[src/rtl/ts_column_ctrl.sv]
// Phase sequencer for one ts_column: SRAM read/write and ternary charge-domain
// compute. All column controls are registered from next-state decode.
module ts_column_ctrl #(
  parameter int N_ROWS   = 128,
  parameter int ADC_BITS = 4,
  parameter int PCH_CYC  = 2,
  parameter int WL_CYC   = 2,
  parameter int RST_CYC  = 2,
  parameter int DRV_CYC  = 4,
  parameter int ADC_CYC  = 4,
  localparam int AW      = (N_ROWS > 1) ? $clog2(N_ROWS) : 1
) (
  input  logic                CLK,
  input  logic                nRST,
  input  logic                req_valid,
  output logic                req_ready,
  input  logic [1:0]          req_op,
  input  logic [AW-1:0]       req_addr,
  input  logic                req_wdata,
  input  logic [N_ROWS-1:0]   req_pos,
  input  logic [N_ROWS-1:0]   req_neg,
  output logic                rsp_valid,
  input  logic                rsp_ready,
  output logic [ADC_BITS-1:0] rsp_data,
  output logic                rsp_err,
  output logic [N_ROWS-1:0]   VDR_SEL,
  output logic [N_ROWS-1:0]   VDR_SELB,
  output logic [N_ROWS-1:0]   VSS_SEL,
  output logic [N_ROWS-1:0]   VSS_SELB,
  output logic [N_ROWS-1:0]   VRST_SEL,
  output logic [N_ROWS-1:0]   VRST_SELB,
  output logic [N_ROWS-1:0]   WL,
  output logic                PCH,
  output logic                WR_DATA,
  output logic                WRITE,
  output logic                CSEL,
  output logic                SAEN,
  input  logic                SA_OUT,
  output logic                NF,
  output logic                NFB,
  output logic                M2A,
  output logic                M2AB,
  output logic                R2A,
  output logic                R2AB,
  input  logic [ADC_BITS-1:0] ADC_OUT
);

  localparam int CW = 16;

  localparam logic [1:0] OP_READ    = 2'b00;
  localparam logic [1:0] OP_WRITE   = 2'b01;
  localparam logic [1:0] OP_COMPUTE = 2'b10;

  typedef enum logic [3:0] {
    S_IDLE, S_PRE, S_WLON, S_SENSE, S_CRST, S_CGAP, S_CDRV, S_CCONV, S_RESP
  } state_e;

  state_e              state_q, state_d;
  logic [CW-1:0]       cnt_q, cnt_d;
  logic                last;
  logic                accept;

  logic [1:0]          op_q;
  logic [AW-1:0]       addr_q;
  logic                wdata_q;
  logic [N_ROWS-1:0]   pos_q, neg_q;
  logic [1:0]          op_d;
  logic [AW-1:0]       addr_d;
  logic                wdata_d;
  logic [N_ROWS-1:0]   pos_d, neg_d;
  logic [N_ROWS-1:0]   dr_rows, ss_rows;

  logic [N_ROWS-1:0]   vdr_d, vss_d, vrst_d, wl_d;
  logic                pch_d, wrd_d, write_d, csel_d, saen_d, nf_d, m2a_d, r2a_d;
  logic                rsp_valid_d, rsp_err_d;
  logic [ADC_BITS-1:0] rsp_data_d;

  function automatic logic [CW-1:0] phase_len(input state_e s);
    case (s)
      S_PRE:   return CW'(PCH_CYC - 1);
      S_WLON:  return CW'(WL_CYC - 1);
      S_CRST:  return CW'(RST_CYC - 1);
      S_CDRV:  return CW'(DRV_CYC - 1);
      S_CCONV: return CW'(ADC_CYC - 1);
      default: return '0;
    endcase
  endfunction

  assign req_ready = (state_q == S_IDLE);
  assign accept    = req_valid && (state_q == S_IDLE);
  assign last      = (cnt_q == '0);

  // Next-cycle view of the latched request so the first phase can be decoded at accept
  assign op_d    = accept ? req_op    : op_q;
  assign addr_d  = accept ? req_addr  : addr_q;
  assign wdata_d = accept ? req_wdata : wdata_q;
  assign pos_d   = accept ? req_pos   : pos_q;
  assign neg_d   = accept ? req_neg   : neg_q;
  assign dr_rows = pos_d & ~neg_d;
  assign ss_rows = neg_d & ~pos_d;

  always_ff @(posedge CLK or negedge nRST) begin
    if (!nRST) begin
      state_q <= S_IDLE;
      cnt_q   <= '0;
    end else begin
      state_q <= state_d;
      cnt_q   <= cnt_d;
    end
  end

  always_ff @(posedge CLK) begin
    if (accept) begin
      op_q    <= req_op;
      addr_q  <= req_addr;
      wdata_q <= req_wdata;
      pos_q   <= req_pos;
      neg_q   <= req_neg;
    end
  end

  always_comb begin
    state_d = state_q;
    case (state_q)
      S_IDLE: begin
        if (accept) begin
          case (req_op)
            OP_READ:    state_d = S_PRE;
            OP_WRITE:   state_d = S_WLON;
            OP_COMPUTE: state_d = S_CRST;
            default:    state_d = S_RESP;
          endcase
        end
      end
      S_PRE:   if (last) state_d = S_WLON;
      S_WLON:  if (last) state_d = (op_q == OP_READ) ? S_SENSE : S_RESP;
      S_SENSE: state_d = S_RESP;
      S_CRST:  if (last) state_d = S_CGAP;
      S_CGAP:  state_d = S_CDRV;
      S_CDRV:  if (last) state_d = S_CCONV;
      S_CCONV: if (last) state_d = S_RESP;
      S_RESP:  if (rsp_ready) state_d = S_IDLE;
      default: state_d = S_IDLE;
    endcase
    cnt_d = cnt_q;
    if (state_d != state_q) cnt_d = phase_len(state_d);
    else if (!last)         cnt_d = cnt_q - CW'(1);
  end

  always_comb begin
    vdr_d   = '0;
    vss_d   = '0;
    vrst_d  = '0;
    wl_d    = '0;
    pch_d   = 1'b0;
    wrd_d   = 1'b0;
    write_d = 1'b0;
    csel_d  = 1'b0;
    saen_d  = 1'b0;
    nf_d    = 1'b0;
    m2a_d   = 1'b0;
    r2a_d   = 1'b0;
    case (state_d)
      S_PRE: pch_d = 1'b1;
      S_WLON: begin
        wl_d[addr_d] = 1'b1;
        csel_d       = 1'b1;
        if (op_d == OP_WRITE) begin
          write_d = 1'b1;
          wrd_d   = wdata_d;
        end
      end
      S_SENSE: begin
        wl_d[addr_d] = 1'b1;
        csel_d       = 1'b1;
        saen_d       = 1'b1;
      end
      S_CRST: begin
        vrst_d = '1;
        r2a_d  = 1'b1;
      end
      S_CDRV, S_CCONV: begin
        vdr_d  = dr_rows;
        vss_d  = ss_rows;
        vrst_d = ~(dr_rows | ss_rows);
        m2a_d  = (state_d == S_CDRV);
        nf_d   = (state_d == S_CCONV);
      end
      default: ;
    endcase

    rsp_valid_d = (state_d == S_RESP);
    rsp_data_d  = rsp_data;
    rsp_err_d   = rsp_err;
    if (accept) begin
      rsp_data_d = '0;
      rsp_err_d  = (req_op == 2'b11);
    end
    if (state_q == S_SENSE) begin
      rsp_data_d    = '0;
      rsp_data_d[0] = SA_OUT;
    end
    if (state_q == S_CCONV && last) rsp_data_d = ADC_OUT;
  end

  // Complement rails come from the same next-state decode so they never skew
  always_ff @(posedge CLK or negedge nRST) begin
    if (!nRST) begin
      VDR_SEL   <= '0;
      VDR_SELB  <= '1;
      VSS_SEL   <= '0;
      VSS_SELB  <= '1;
      VRST_SEL  <= '0;
      VRST_SELB <= '1;
      WL        <= '0;
      PCH       <= 1'b0;
      WR_DATA   <= 1'b0;
      WRITE     <= 1'b0;
      CSEL      <= 1'b0;
      SAEN      <= 1'b0;
      NF        <= 1'b0;
      NFB       <= 1'b1;
      M2A       <= 1'b0;
      M2AB      <= 1'b1;
      R2A       <= 1'b0;
      R2AB      <= 1'b1;
      rsp_valid <= 1'b0;
      rsp_data  <= '0;
      rsp_err   <= 1'b0;
    end else begin
      VDR_SEL   <= vdr_d;
      VDR_SELB  <= ~vdr_d;
      VSS_SEL   <= vss_d;
      VSS_SELB  <= ~vss_d;
      VRST_SEL  <= vrst_d;
      VRST_SELB <= ~vrst_d;
      WL        <= wl_d;
      PCH       <= pch_d;
      WR_DATA   <= wrd_d;
      WRITE     <= write_d;
      CSEL      <= csel_d;
      SAEN      <= saen_d;
      NF        <= nf_d;
      NFB       <= ~nf_d;
      M2A       <= m2a_d;
      M2AB      <= ~m2a_d;
      R2A       <= r2a_d;
      R2AB      <= ~r2a_d;
      rsp_valid <= rsp_valid_d;
      rsp_data  <= rsp_data_d;
      rsp_err   <= rsp_err_d;
    end
  end

endmodule

[config.mk]
export PLATFORM = sky130hd
export DESIGN_NAME = ts_column_ctrl
export DESIGN_NICKNAME = d
export VERILOG_FILES = /design/src/rtl/ts_column_ctrl.sv
export SDC_FILE = /design/constraint.sdc
export NUM_CORES = 2
export LEC_CHECK = 0
export ABC_CLOCK_PERIOD_IN_PS = 3540
export BUFFER_PORTS_ARGS = -buffer_cell sky130_fd_sc_hd__buf_2
export CORE_AREA = 2 2 465 467
export DETAILED_ROUTE_END_ITERATION = 16
export DIE_AREA = 0 0 467 469
export PLACE_DENSITY = 0.44
export SLEW_MARGIN = 10
export SYNTH_ARGS = -nofsm -noshare
export SYNTH_HDL_FRONTEND = slang
export SYNTH_SLANG_ARGS = --single-unit
[constraint.sdc]
create_clock -name CLK -period 3.54 [get_ports CLK]
set_input_delay 0.177 -clock CLK [delete_from_list [all_inputs] [get_ports CLK]]
set_output_delay 0.177 -clock CLK [all_outputs]
set_load 0.01 [all_outputs]
==> impl_metrics.xml <==
<?xml version="1.0" encoding="UTF-8"?>
<metrics>
  <group name="run_status">
    <metric name="run_status" unit="">completed</metric>
  </group>
  <group name="routing">
    <metric name="post-route-drc-count" unit="">0</metric>
    <metric name="dr.first_iter.drc_count" unit="">1313</metric>
    <metric name="detailroute.via_count" unit="">28362</metric>
    <metric name="wirelength" unit="µm">164400</metric>
    <metric name="via_per_inst" unit="">3.661</metric>
    <metric name="detailedRoute.firstPassIterationCount" unit="">5</metric>
    <metric name="antenna_left" unit="">0</metric>
    <metric name="detail_route.wl_per_cell" unit="µm">21.21</metric>
  </group>
  <group name="synth">
    <metric name="synth_warnings" unit="">0</metric>
    <metric name="synthesis.area" unit="µm²">41910</metric>
    <metric name="synth.largest_area_cell" unit="">dfrtp_1</metric>
    <metric name="netlist_top_cells_area" unit="">dfrtp_1 33%, dfstp_2 24%, dfxtp_1 13%</metric>
    <metric name="sequential_cell_area_fraction_in_the_yosys_report" unit="%">69.57</metric>
    <metric name="synth_cells" unit="">3203</metric>
    <metric name="yosys.area.top_type_share" unit="%">32.60</metric>
    <metric name="syn_nets" unit="">3735</metric>
    <metric name="post_synth_num_cell_types" unit="">52</metric>
    <metric name="yosys_most_used_dff" unit="">dfrtp_1</metric>
    <metric name="number_of_flops_mapped_to_enable_cells_by_yosys" unit="">0</metric>
    <metric name="synth-async-reset-ratio" unit="%">77.81</metric>
    <metric name="mean_instance_size_in_the_synthesized_netlist" unit="µm²">13.08</metric>
    <metric name="ys_ff_latch" unit="">1199</metric>
  </group>
  <group name="clock_network">
    <metric name="cts_max_path_bufs" unit="">3</metric>
    <metric name="worst_skew_pair.late_latency" unit="ps">760</metric>
    <metric name="cts_htree_levels" unit="">4</metric>
    <metric name="cts_made_buffers" unit="">140</metric>
    <metric name="clock_tree_from_tritoncts" unit="">yes</metric>
    <metric name="clock_sinks" unit="">1199</metric>
    <metric name="post_cts_buffers" unit="">0</metric>
    <metric name="root_buffer" unit="">clkbuf_16</metric>
    <metric name="clk_transition_reported_paths" unit="ps">60</metric>
  </group>
  <group name="critical_path">
    <metric name="critical_path.startpoint" unit="">cnt_q[0]</metric>
    <metric name="slowest_delay" unit="ps">590</metric>
    <metric name="cp-start-kind" unit="">flop</metric>
    <metric name="crit_slowest_cell" unit="">or4b_2</metric>
    <metric name="crit_required" unit="ps">4240</metric>
    <metric name="regToRegSetupSlack" unit="ps">200</metric>
    <metric name="cp_data_arrival_time" unit="ps">4040</metric>
    <metric name="worst_setup_path_end_kind" unit="">flop</metric>
    <metric name="source_of_the_worst_register_to_register_timing_path" unit="">cnt_q[0]</metric>
    <metric name="setup.worst_path.class" unit="">flop to flop</metric>
    <metric name="worstPathMaxFanout" unit="">34</metric>
    <metric name="crit_chain" unit="">inv_1 &gt; ha_2 &gt; or4b_2 &gt; or4_4 &gt; o21ai_2 &gt; nor2_4 &gt; or2_1 &gt; nor2b_4 &gt; buf_12 &gt; buf_16 &gt; a21o_1</metric>
  </group>
  <group name="sta">
    <metric name="finalHoldViolations" unit="">0</metric>
    <metric name="setup_slack" unit="ps">195.1</metric>
    <metric name="fin_crit_sh" unit="%">94.49</metric>
    <metric name="timing.clock.skew" unit="ps">36.73</metric>
    <metric name="timing_max_transition_violations_final" unit="">0</metric>
    <metric name="timing.max_slew.rel_slack" unit="%">48.53</metric>
    <metric name="grt_setup_unrepaired" unit="">yes</metric>
    <metric name="clock.fmax" unit="MHz">299.0</metric>
    <metric name="max_slew.worst_pin.slew" unit="ps">772.0</metric>
    <metric name="setup_viol_count_final" unit="">0</metric>
    <metric name="fin_tns_setup" unit="ps">0</metric>
    <metric name="time_the_worst_path_needs_with_i_o_delays_and_setup" unit="ps">3345</metric>
  </group>
  <group name="floorplanning">
    <metric name="placementRows" unit="">170</metric>
    <metric name="chipHeight" unit="µm">469</metric>
    <metric name="floorplan.initialDensity" unit="%">19.60</metric>
    <metric name="die_area" unit="µm²">219000</metric>
    <metric name="core_area" unit="µm²">213800</metric>
    <metric name="io_pins" unit="">1189</metric>
    <metric name="fp.dieW" unit="µm">467</metric>
  </group>
  <group name="run">
    <metric name="cap_violations" unit="">0</metric>
  </group>
  <group name="finish">
    <metric name="finalNetCount" unit="">5301</metric>
    <metric name="final_core_utilization" unit="%">27.71</metric>
    <metric name="fill_cells" unit="">22377</metric>
    <metric name="areaGrowthSynthToFinish" unit="%">41.33</metric>
    <metric name="multi_input_comb_area" unit="µm²">10090</metric>
    <metric name="final_layout_size_suffix_gt1_share" unit="%">39.54</metric>
    <metric name="seq_area" unit="µm²">29160</metric>
  </group>
  <group name="power">
    <metric name="vdd_drop_max" unit="µV">439.0</metric>
    <metric name="p_int" unit="W">0.03403</metric>
    <metric name="p_clk_share" unit="%">27.6</metric>
    <metric name="leakage" unit="nW">32.89</metric>
    <metric name="p_seq_share" unit="%">36.2</metric>
    <metric name="power.switching_fraction" unit="%">36.52</metric>
    <metric name="net-switching-power" unit="W">0.01958</metric>
    <metric name="p_comb_share" unit="%">36.2</metric>
    <metric name="p_per_area" unit="nW/µm²">905.1</metric>
  </group>
  <group name="global_route">
    <metric name="grt_overflow" unit="">0</metric>
    <metric name="maximum_number_of_pins_on_one_net_before_global_route_repair" unit="">112</metric>
    <metric name="grt_first_pass_wirelength" unit="µm">226200</metric>
    <metric name="grt.total_usage" unit="%">14.52</metric>
    <metric name="antenna_found_initial" unit="">75</metric>
    <metric name="first_global_vias" unit="">29891</metric>
  </group>
  <group name="worst_hold_path">
    <metric name="min_from" unit="">req_neg[15]</metric>
    <metric name="hp-class" unit="">primary input to flop</metric>
  </group>
  <group name="placement">
    <metric name="place_congestion" unit="">0.8478</metric>
    <metric name="placement.setup.worst_slack" unit="ps">52.32</metric>
    <metric name="post-dp-hpwl" unit="µm">130600</metric>
    <metric name="port-buffer-count" unit="">1188</metric>
  </group>
</metrics>
[synth_stat cells, drive strengths merged (2+ instances only)]
cell,count
mux2i,265
ha,257
nor4,3
nand3,22
o211ai,2
xor2,8
dfstp,387
or4,6
clkbuf,73
nand2,293
buf,60
inv,529
nor2,164
o21ai,8
dfxtp,266
xnor2,5
a21o,129
and2,4
nor3b,2
mux2,2
or4b,2
dfrtp,546
nor3,7
nand4,2
nand2b,6
or3,6
a21oi,134
[logic make-up (layout without fill, tap and decap cells)]
logic type / Yosys count / after routing / share of synthesized area, %
AO/OA/AOI/OAI: 283 / 283 / 4.589
other: 0 / 24 / 0
adder cells (fa/ha/maj): 257 / 257 / 7.673
AND/OR/NAND/NOR: 522 / 522 / 5.085
XOR/XNOR: 13 / 13 / 0.2717
flip-flops: 1199 / 1199 / 69.57
buffers and inverters: 662 / 2345 / 6.416
multiplexers: 267 / 267 / 6.392
[per-stage QoR]
step / hold slack [ps] / cell area, µm² / std cells / power [W]
finish: 216.0 / 59230 / 7748 / 0.05361
global route: 169.8 / 59210 / 7739 / 0.05709
CTS: 121.1 / 59150 / 7724 / 0.05460
detailed placement: 251.8 / 51650 / 7185 / 0.03906
global placement: 249.7 / 51650 / 7185 / 0.03899
floorplan: -118.6 / 41910 / 3203 / 0.03037
[power by group through the flow]
stage | Clock [W] | Sequential, W | Combinational (W)
2_1_floorplan | 0 | 0.0203 | 0.0101
3_5_place_dp | 0 | 0.0196 | 0.0194
4_1_cts | 0.0153 | 0.0194 | 0.0199
3_3_place_gp | 0 | 0.0196 | 0.0194
6_report | 0.0148 | 0.0194 | 0.0194
5_1_grt | 0.0158 | 0.0197 | 0.0215
[cells in the final DEF, fill, tap and decap left out, types with 143 or more instances in the layout]
cell and n:
buf_2 1187, clkbuf_16 143, dfrtp_1 546, dfstp_2 387
dfxtp_1 266, dlygate4sd3_1 280, ha_1 256, inv_1 528
mux2i_1 265, nand2_1 291, nor2_1 163
[path summary, 6_finish.rpt]
path / endpoint / depth (start not counted)
max: VRST_SEL[90] / 11
min: neg_q[15] / 4
max reg2reg: VRST_SEL[90] / 11
min reg2reg: op_q[1] / 2
max in group asynchronous: VSS_SEL[44] / 4
min in group asynchronous: VDR_SEL[22] / 3
[registers in the layout, indices dropped and copies added (netlist names), 2 cells and up]
signal / cells
VSS_SEL: 128
pos_q: 128
VDR_SEL: 128
VRST_SELB: 128
state_q: 4
cnt_q: 16
rsp_data: 4
VDR_SELB: 128
WL: 128
op_q: 2
neg_q: 128
addr_q: 7
VRST_SEL: 128
VSS_SELB: 128
[critical path, delay by kind of cell, from the launching register on]
family	cells	cell delay [ps]
DFF	1	400
and+or+nand+nor	5	1690
adders and majority gates	1	210
buffers and inverters	3	530
AOI/OAI and AO/OA	2	350
[routing by layer]
layer | track usage [%] | wire length [µm] | share of wire (%)
met1 | 17.78 | 68730 | 42
met2 | 23.54 | 76440 | 47
met3 | 5.698 | 14550 | 8.9
met4 | 4.114 | 4341 | 2.6
met5 | 0 | 298 | 0.18
[timing repair]
item,in CTS,in global routing
hold buffers,280,0
endpoints found under the setup margin,0,237
hold endpoints to repair,1141,0
gates resized for setup,0,5
[layout make-up]
class,count,area share (%)
Sequential cell,1199,49.23
Multi-Input combinational cell,1342,17.04
Timing Repair Buffer,1557,16.36
Clock buffer,209,6.815
Tap cell,2838,5.995
Inverter,529,3.353
Clock inverter,50,1.107
Antenna cell,24,0.1014
Power figures use the tool's default switching activity.
